--- src/rtl/ss_retire_pkg.sv ---
// Shared types and sizing for the superscalar retire stage.
// Physical register 0 is the hard-wired zero register and is never returned to the free list.
package ss_retire_pkg;

    localparam int PRF_SIZE = 64;
    localparam int ROB_SIZE = 32;
    localparam int ARF_SIZE = 32;

    localparam int PREG_W = $clog2(PRF_SIZE);
    localparam int ROB_W  = $clog2(ROB_SIZE);
    localparam int AREG_W = $clog2(ARF_SIZE);

    typedef logic [PREG_W-1:0] preg_t;
    typedef logic [ROB_W-1:0]  rob_idx_t;
    typedef logic [AREG_W-1:0] areg_t;

    localparam preg_t ZERO_PREG = '0;

    typedef enum logic [1:0] {
        RUN      = 2'd0,
        ROLLBACK = 2'd1,
        FLUSH    = 2'd2,
        HALTED   = 2'd3
    } state_t;

    typedef struct packed {
        preg_t told;
        preg_t tnew;
        areg_t areg;
        logic  has_dest;
    } retire_packet_t;

    // ROB indices wrap naturally through ROB_W-bit truncation.
    function automatic rob_idx_t rob_add(input rob_idx_t base, input rob_idx_t off);
        return base + off;
    endfunction

endpackage

--- src/rtl/ss_retire_if.sv ---
// ROB-head view seen by the retire stage: the oldest WIDTH entries plus the pop mask back to the ROB.
interface ss_retire_if #(
    parameter int WIDTH = 2
);
    import ss_retire_pkg::*;

    logic [WIDTH-1:0]  head_valid;
    logic [WIDTH-1:0]  head_complete;
    logic [WIDTH-1:0]  head_mispredict;
    logic [WIDTH-1:0]  head_halt;
    logic [WIDTH-1:0]  head_has_dest;
    preg_t [WIDTH-1:0] head_told;
    preg_t [WIDTH-1:0] head_tnew;
    areg_t [WIDTH-1:0] head_areg;
    rob_idx_t          head_idx;
    logic [WIDTH-1:0]  rob_pop;

    modport master (
        output head_valid, head_complete, head_mispredict, head_halt, head_has_dest,
        output head_told, head_tnew, head_areg, head_idx,
        input  rob_pop
    );

    modport slave (
        input  head_valid, head_complete, head_mispredict, head_halt, head_has_dest,
        input  head_told, head_tnew, head_areg, head_idx,
        output rob_pop
    );

endinterface

--- src/rtl/ss_retire_select.sv ---
// Combinational in-order prefix picker: pops the oldest run of complete entries,
// closing the group on the first mispredict or halt it retires.
module ss_retire_select #(
    parameter  int WIDTH  = 2,
    localparam int SLOT_W = (WIDTH > 1) ? $clog2(WIDTH) : 1
) (
    input  logic              enable,
    input  logic [WIDTH-1:0]  valid,
    input  logic [WIDTH-1:0]  complete,
    input  logic [WIDTH-1:0]  mispredict,
    input  logic [WIDTH-1:0]  halt,
    output logic [WIDTH-1:0]  pop,
    output logic              redirect,
    output logic              stop,
    output logic [SLOT_W-1:0] redirect_slot
);

    // alive[i]: every older slot retired and none of them closed the group
    logic [WIDTH-1:0] alive;

    assign alive[0] = enable;

    generate
        for (genvar gi = 0; gi < WIDTH; gi++) begin : g_slot
            assign pop[gi] = alive[gi] & valid[gi] & complete[gi];
            if (gi < WIDTH - 1) begin : g_chain
                assign alive[gi+1] = pop[gi] & ~mispredict[gi] & ~halt[gi];
            end
        end
    endgenerate

    assign redirect = |(pop & mispredict);
    assign stop     = |(pop & halt);

    // At most one popped slot can be a mispredict, so a plain scan is an exact encoder.
    always_comb begin
        redirect_slot = '0;
        for (int i = 0; i < WIDTH; i++) begin
            if (pop[i] && mispredict[i]) begin
                redirect_slot = SLOT_W'(i);
            end
        end
    end

endmodule

--- src/rtl/ss_retire.sv ---
// Retire stage: pops the retirable ROB prefix, returns Told / commits Tnew one cycle later,
// and sequences rollback + flush on a mispredicted branch or stops on a halt.
module ss_retire
    import ss_retire_pkg::*;
#(
    parameter int WIDTH        = 2,
    parameter int FLUSH_CYCLES = 2
) (
    input  logic              clock,
    input  logic              reset,
    ss_retire_if.slave        head,
    output logic [WIDTH-1:0]  retire_en,
    output preg_t [WIDTH-1:0] retire_reg,
    output logic [WIDTH-1:0]  arch_we,
    output areg_t [WIDTH-1:0] arch_areg,
    output preg_t [WIDTH-1:0] arch_preg,
    output logic              rollback_en,
    output rob_idx_t          rewind_head,
    output logic              flushing,
    output logic              halted,
    output logic [63:0]       retired_count
);

    localparam int SLOT_W = (WIDTH > 1) ? $clog2(WIDTH) : 1;
    localparam int CNT_W  = (FLUSH_CYCLES > 1) ? $clog2(FLUSH_CYCLES) : 1;

    state_t             state_reg, state_next;
    logic [CNT_W-1:0]   flush_cnt_reg, flush_cnt_next;
    logic               rollback_en_reg;
    rob_idx_t           rewind_head_reg;
    logic [63:0]        retired_count_reg;
    logic [63:0]        pop_count;

    logic [WIDTH-1:0]   pop;
    logic               redirect;
    logic               stop;
    logic [SLOT_W-1:0]  redirect_slot;

    // Reset is active-low; nothing may pop while it is held.
    ss_retire_select #(
        .WIDTH (WIDTH)
    ) u_select (
        .enable        (reset && (state_reg == RUN)),
        .valid         (head.head_valid),
        .complete      (head.head_complete),
        .mispredict    (head.head_mispredict),
        .halt          (head.head_halt),
        .pop           (pop),
        .redirect      (redirect),
        .stop          (stop),
        .redirect_slot (redirect_slot)
    );

    assign head.rob_pop = pop;

    always_ff @(posedge clock) begin
        if (!reset) begin
            state_reg     <= RUN;
            flush_cnt_reg <= '0;
        end else begin
            state_reg     <= state_next;
            flush_cnt_reg <= flush_cnt_next;
        end
    end

    always_comb begin
        state_next     = state_reg;
        flush_cnt_next = flush_cnt_reg;
        unique case (state_reg)
            RUN: begin
                if (redirect) begin
                    state_next = ROLLBACK;
                end else if (stop) begin
                    state_next = HALTED;
                end
            end
            ROLLBACK: begin
                state_next     = FLUSH;
                flush_cnt_next = CNT_W'(FLUSH_CYCLES - 1);
            end
            FLUSH: begin
                if (flush_cnt_reg == '0) begin
                    state_next = RUN;
                end else begin
                    flush_cnt_next = flush_cnt_reg - 1'b1;
                end
            end
            HALTED: begin
                state_next = HALTED;
            end
            default: begin
                state_next = RUN;
            end
        endcase
    end

    assign flushing = (state_reg == ROLLBACK) || (state_reg == FLUSH);
    assign halted   = (state_reg == HALTED);

    // Per-slot registered free-list return and architectural commit.
    generate
        for (genvar gi = 0; gi < WIDTH; gi++) begin : g_out
            retire_packet_t pkt;
            logic  free_next, we_next;
            logic  en_reg, we_reg;
            preg_t rreg_reg, preg_reg;
            areg_t areg_reg;

            assign pkt = '{told:     head.head_told[gi],
                           tnew:     head.head_tnew[gi],
                           areg:     head.head_areg[gi],
                           has_dest: head.head_has_dest[gi]};

            assign we_next   = pop[gi] & pkt.has_dest;
            assign free_next = we_next & (pkt.told != ZERO_PREG);

            always_ff @(posedge clock) begin
                if (!reset) begin
                    en_reg   <= 1'b0;
                    rreg_reg <= ZERO_PREG;
                    we_reg   <= 1'b0;
                    areg_reg <= '0;
                    preg_reg <= ZERO_PREG;
                end else begin
                    en_reg   <= free_next;
                    rreg_reg <= free_next ? pkt.told : ZERO_PREG;
                    we_reg   <= we_next;
                    areg_reg <= we_next ? pkt.areg : '0;
                    preg_reg <= we_next ? pkt.tnew : ZERO_PREG;
                end
            end

            assign retire_en[gi]  = en_reg;
            assign retire_reg[gi] = rreg_reg;
            assign arch_we[gi]    = we_reg;
            assign arch_areg[gi]  = areg_reg;
            assign arch_preg[gi]  = preg_reg;
        end
    endgenerate

    always_comb begin
        pop_count = '0;
        for (int i = 0; i < WIDTH; i++) begin
            pop_count = pop_count + 64'(pop[i]);
        end
    end

    // The rollback pulse lines up with the branch group's registered outputs.
    always_ff @(posedge clock) begin
        if (!reset) begin
            rollback_en_reg   <= 1'b0;
            rewind_head_reg   <= '0;
            retired_count_reg <= '0;
        end else begin
            rollback_en_reg   <= redirect;
            if (redirect) begin
                rewind_head_reg <= rob_add(head.head_idx, rob_idx_t'(redirect_slot));
            end
            retired_count_reg <= retired_count_reg + pop_count;
        end
    end

    assign rollback_en   = rollback_en_reg;
    assign rewind_head   = rewind_head_reg;
    assign retired_count = retired_count_reg;

endmodule
--- src/flat_wrapper.sv ---
// flat-port wrapper written by rule: the top's interface ports become plain ports
module ss_retire_flat import ss_retire_pkg::*;
#(
    parameter int WIDTH        = 2,
    parameter int FLUSH_CYCLES = 2
)
  (clock, reset, retire_en, retire_reg, arch_we, arch_areg, arch_preg, rollback_en, rewind_head, flushing, halted, retired_count, head_head_valid, head_head_complete, head_head_mispredict, head_head_halt, head_head_has_dest, head_head_told, head_head_tnew, head_head_areg, head_head_idx, head_rob_pop);
  ss_retire_if #(.WIDTH(WIDTH)) head_i ();
  input  logic clock;
  input  logic reset;
  output logic [WIDTH-1:0] retire_en;
  output preg_t [WIDTH-1:0] retire_reg;
  output logic [WIDTH-1:0] arch_we;
  output areg_t [WIDTH-1:0] arch_areg;
  output preg_t [WIDTH-1:0] arch_preg;
  output logic rollback_en;
  output rob_idx_t rewind_head;
  output logic flushing;
  output logic halted;
  output logic [63:0] retired_count;
  input wire logic [$bits(head_i.head_valid)-1:0] head_head_valid;
  input wire logic [$bits(head_i.head_complete)-1:0] head_head_complete;
  input wire logic [$bits(head_i.head_mispredict)-1:0] head_head_mispredict;
  input wire logic [$bits(head_i.head_halt)-1:0] head_head_halt;
  input wire logic [$bits(head_i.head_has_dest)-1:0] head_head_has_dest;
  input wire logic [$bits(head_i.head_told)-1:0] head_head_told;
  input wire logic [$bits(head_i.head_tnew)-1:0] head_head_tnew;
  input wire logic [$bits(head_i.head_areg)-1:0] head_head_areg;
  input wire logic [$bits(head_i.head_idx)-1:0] head_head_idx;
  output wire logic [$bits(head_i.rob_pop)-1:0] head_rob_pop;
  assign head_i.head_valid = head_head_valid;
  assign head_i.head_complete = head_head_complete;
  assign head_i.head_mispredict = head_head_mispredict;
  assign head_i.head_halt = head_head_halt;
  assign head_i.head_has_dest = head_head_has_dest;
  assign head_i.head_told = head_head_told;
  assign head_i.head_tnew = head_head_tnew;
  assign head_i.head_areg = head_head_areg;
  assign head_i.head_idx = head_head_idx;
  assign head_rob_pop = head_i.rob_pop;
  ss_retire #(.WIDTH(WIDTH), .FLUSH_CYCLES(FLUSH_CYCLES)) u_core (.clock(clock), .reset(reset), .head(head_i), .retire_en(retire_en), .retire_reg(retire_reg), .arch_we(arch_we), .arch_areg(arch_areg), .arch_preg(arch_preg), .rollback_en(rollback_en), .rewind_head(rewind_head), .flushing(flushing), .halted(halted), .retired_count(retired_count));
endmodule
--- config.mk ---
export PLATFORM = sky130hd
export DESIGN_NAME = ss_retire_flat
export DESIGN_NICKNAME = d
export VERILOG_FILES = /design/src/rtl/ss_retire_pkg.sv /design/src/rtl/ss_retire_if.sv /design/src/rtl/ss_retire_select.sv /design/src/rtl/ss_retire.sv /design/src/flat_wrapper.sv
export SDC_FILE = /design/constraint.sdc
export NUM_CORES = 1
export LEC_CHECK = 0
export CAP_MARGIN = 20
export CORE_AREA = 4 4 106 108
export CTS_BUF_LIST = sky130_fd_sc_hd__clkbuf_16
export DETAILED_ROUTE_END_ITERATION = 8
export DIE_AREA = 0 0 110 112
export PLACE_DENSITY_LB_ADDON = 0.3
export SYNTH_ARGS = -nofsm -noshare
export SYNTH_HDL_FRONTEND = slang
export SYNTH_SLANG_ARGS = --single-unit
--- constraint.sdc ---
create_clock -name clock -period 4.9 [get_ports clock]
set_clock_uncertainty 0.15 [all_clocks]
set_input_delay 0.98 -clock clock [delete_from_list [all_inputs] [get_ports clock]]
set_output_delay 0.98 -clock clock [all_outputs]
set_load 0.02 [all_outputs]
==> impl_metrics.xml <==
<?xml version="1.0" encoding="UTF-8"?>
<metrics>
  <group name="outcome">
    <metric name="run_status" unit="">complete, no violations</metric>
  </group>
  <group name="worst_setup_path">
    <metric name="critical_path.n_buffers_inverters" unit="">3</metric>
    <metric name="critical_path_arrival" unit="ns">4.54</metric>
    <metric name="critPathCaptureType" unit="">flop</metric>
    <metric name="worst_setup_path_start_kind" unit="">input port</metric>
    <metric name="cp_data_required_time" unit="ns">5.02</metric>
    <metric name="max_stage_delay" unit="ns">0.54</metric>
    <metric name="slowest_stage" unit="">clkdlybuf4s50_1</metric>
    <metric name="crit_path_max_delay_family" unit="">simple AND/OR/NAND/NOR gates</metric>
    <metric name="critical_path_peak_fanout" unit="">19</metric>
    <metric name="cp_cell_sequence" unit="">clkdlybuf4s50_1 &gt; nand4_1 &gt; nor4_1 &gt; ha_1 &gt; ha_1 &gt; inv_1 &gt; fa_1 &gt; nand4b_1 &gt; nor4_4 &gt; nand4_1 &gt; buf_4 &gt; or4_1 &gt; a21oi_1</metric>
    <metric name="worst-setup-path-type" unit="">in -&gt; reg</metric>
  </group>
  <group name="detailed_routing">
    <metric name="postRouteAntennaNets" unit="">0</metric>
    <metric name="detail_route.wl_per_cell" unit="um">15.6</metric>
    <metric name="detail_route.iter0.violations" unit="">183</metric>
    <metric name="route.vias.total" unit="">4110</metric>
    <metric name="first_drt_pass_iteration_count" unit="">4</metric>
    <metric name="viasPerCell" unit="">5.18</metric>
    <metric name="drcViolationCount" unit="">0</metric>
    <metric name="wl" unit="um">12300</metric>
  </group>
  <group name="clocking">
    <metric name="tritoncts" unit="">yes</metric>
    <metric name="clk_root_buffer_cell" unit="">clkbuf_16</metric>
    <metric name="cts.repair_timing.setup_buffer_count" unit="">0</metric>
    <metric name="cts_inserted_buffers" unit="">9</metric>
    <metric name="cts_htree_levels" unit="">3</metric>
    <metric name="cts.reportedPaths.clkPinSlew" unit="ns">0.07</metric>
    <metric name="insertion_delay" unit="ns">0.34</metric>
    <metric name="cts-resized-gates" unit="">0</metric>
    <metric name="cts_num_sinks" unit="">111</metric>
    <metric name="clk_path_buf_depth" unit="">2</metric>
    <metric name="cts.hold.buffers_added" unit="">0</metric>
  </group>
  <group name="layout">
    <metric name="largest_reg_flops" unit="">64</metric>
    <metric name="net_total_in_the_final_layout" unit="">714</metric>
    <metric name="antenna-diode-count" unit="">0</metric>
    <metric name="layout-area-overhead-vs-synth" unit="%">46.2</metric>
    <metric name="drive_gt1_share" unit="%">5.48</metric>
  </group>
  <group name="sta">
    <metric name="finalCritPeriodShare" unit="%">90.4</metric>
    <metric name="slew_viols_final" unit="">0</metric>
    <metric name="fmaxAchievable" unit="GHz">0.226</metric>
    <metric name="fin_tns_setup" unit="ns">0</metric>
    <metric name="worst_slack" unit="ns">0.471</metric>
    <metric name="finalSetupViolCount" unit="">0</metric>
    <metric name="relative_max_transition_margin" unit="%">38.7</metric>
    <metric name="rsz_0062_raised_after_global_routing" unit="">false</metric>
    <metric name="timing.final.hold_violations" unit="">0</metric>
    <metric name="timing_worst_slew_pin_value" unit="ns">0.912</metric>
    <metric name="final.hold.worst_slack" unit="ns">0.342</metric>
    <metric name="post-route-min-period" unit="ns">4.43</metric>
  </group>
  <group name="power">
    <metric name="p_int" unit="uW">1450</metric>
    <metric name="pwr-share-clk" unit="%">38.7</metric>
    <metric name="power_switching_share" unit="%">24.5</metric>
    <metric name="power.share.sequential" unit="%">49.0</metric>
    <metric name="largest_vdd_supply_drop" unit="mV">0.219</metric>
    <metric name="pwr-share-comb" unit="%">12.3</metric>
    <metric name="power-per-cell-area" unit="nW/um^2">289</metric>
    <metric name="cellLeakagePower" unit="uW">0.00240</metric>
    <metric name="switchingPower" unit="uW">470</metric>
  </group>
  <group name="synthesis">
    <metric name="ys.flop_type" unit="">dfxtp_1</metric>
    <metric name="synth_enable_flop_cells" unit="">0</metric>
    <metric name="synthTopCellsByCount" unit="">dfxtp_1 (111), nor2_1 (49), a21oi_1 (31)</metric>
    <metric name="net_count_of_the_mapped_netlist" unit="">551</metric>
    <metric name="yosys.area.top_type_share" unit="%">48.9</metric>
    <metric name="synth.top_cells.by_area" unit="">dfxtp_1 (49%), xor2_1 (5.2%), nor2_1 (4.0%)</metric>
    <metric name="async_flop_share" unit="%">0</metric>
    <metric name="synth_warnings" unit="">0</metric>
    <metric name="synth_area_per_cell" unit="um^2">9.29</metric>
    <metric name="synth.distinct_cells" unit="">40</metric>
    <metric name="synth_top_area_cell" unit="">dfxtp_1</metric>
    <metric name="seq_area_frac_synth" unit="%">48.9</metric>
    <metric name="syn_area" unit="um^2">4540</metric>
    <metric name="yosys.cell_count.top_type" unit="">dfxtp_1</metric>
    <metric name="synth-seq-cells" unit="">111</metric>
    <metric name="syn_inst" unit="">489</metric>
  </group>
  <group name="hold_path">
    <metric name="worst_hold_path_type" unit="">reg -&gt; reg</metric>
  </group>
  <group name="floorplanning">
    <metric name="std_cell_rows" unit="">37</metric>
    <metric name="floorplan.initialDensity" unit="%">44.4</metric>
    <metric name="floorplan.die.height" unit="um">112</metric>
    <metric name="area_enclosed_by_the_die_boundary" unit="um^2">12300</metric>
    <metric name="design.portCount" unit="">163</metric>
    <metric name="fp.coreArea" unit="um^2">10200</metric>
    <metric name="floorplan.die.width" unit="um">110</metric>
  </group>
  <group name="global_route">
    <metric name="first_global_vias" unit="">4024</metric>
    <metric name="grtUsageTotal" unit="%">20.2</metric>
    <metric name="wire_length_of_the_first_global_routing_pass" unit="um">20100</metric>
    <metric name="grt_start_max_net_pins" unit="">43</metric>
    <metric name="remaining_global_route_overflow" unit="">0</metric>
    <metric name="antenna_found_initial" unit="">0</metric>
  </group>
  <group name="placed_design">
    <metric name="numPortBuffers" unit="">162</metric>
    <metric name="dp_hpwl" unit="um">9350</metric>
    <metric name="place_ws" unit="ns">0.146</metric>
    <metric name="gp_congestion" unit="">0.833</metric>
  </group>
  <group name="flow_run">
    <metric name="cap_viol_max_count" unit="">0</metric>
  </group>
</metrics>
power groups by stage:
| stage | logic (uW) | clock network (uW) | registers (uW) |
|---|---|---|---|
| after floorplan | 117 | 0 | 967 |
| after global placement | 224 | 0 | 957 |
| after detailed placement | 235 | 0 | 959 |
| after CTS | 236 | 760 | 938 |
| after global routing | 255 | 800 | 941 |
| final | 235 | 742 | 939 |
worst reg2reg max path: cells and delay by family (launching register included):
kind / cells / cell delay [ns]
compound gates: 1 / 0.15
flops: 1 / 0.35
buf+inv: 3 / 0.43
fa+ha+maj: 4 / 0.92
simple gates: 6 / 1.83
cells in the final DEF, fill, tap and decap left out, types with 17 or more instances in the layout:
cell,n
a21oi_1,31
clkdlybuf4s50_1,162
nor2_1,49
or3_1,18
o21ai_0,17
nand3_1,21
and2_1,21
nand4_1,27
and3_1,24
nand2_1,27
xor2_1,27
dfxtp_1,111
cells by family (layout without fill, tap and decap cells):
| logic type | Yosys count | after routing | synth area share, % |
|---|---|---|---|
| simple gates | 221 | 221 | 27.7 |
| compound gates | 72 | 72 | 9.45 |
| buf+inv | 36 | 204 | 3.33 |
| fa+ha+maj | 11 | 11 | 3.20 |
| mux | 2 | 2 | 0.441 |
| flops | 111 | 111 | 48.9 |
| xor+xnor | 36 | 36 | 6.94 |
path summary, 6_finish.rpt:
kind	start	cells past startpoint	slack, ns	to
max	reset	13	0.47	u_core.retired_count[46]
min	u_core.retired_count[63]	2	0.34	u_core.retired_count[63]
max reg2reg	u_core.state_reg[1]	14	1.02	u_core.retired_count[46]
min reg2reg	u_core.retired_count[63]	2	0.34	u_core.retired_count[63]
metrics by stage:
step,util (%),std cells,total power (uW),instance area (um^2)
floorplan,-,489,1080,4540
global placement,61.7,776,1180,6320
detailed placement,61.9,777,1190,6340
CTS,64.9,793,1930,6640
global route,64.9,793,2000,6640
finish,64.9,793,1920,6640
cell type report:
| cell class | count | area (um^2) |
|---|---|---|
| Fill cell | 848 | 3590 |
| Clock buffer | 9 | 225 |
| Inverter | 14 | 52.6 |
| Multi-Input combinational cell | 342 | 2170 |
| Timing Repair Buffer | 174 | 1720 |
| Clock inverter | 7 | 76.3 |
| Sequential cell | 111 | 2220 |
| Tap cell | 136 | 170 |
per-layer routing:
metal  GRT usage [%]  share of wire (%)
met2            33.7                 51
met5               0                  0
met3            4.75                4.5
met1            25.9                 42
met4            5.57                1.9
No activity file was read; power rests on OpenSTA's default activity.
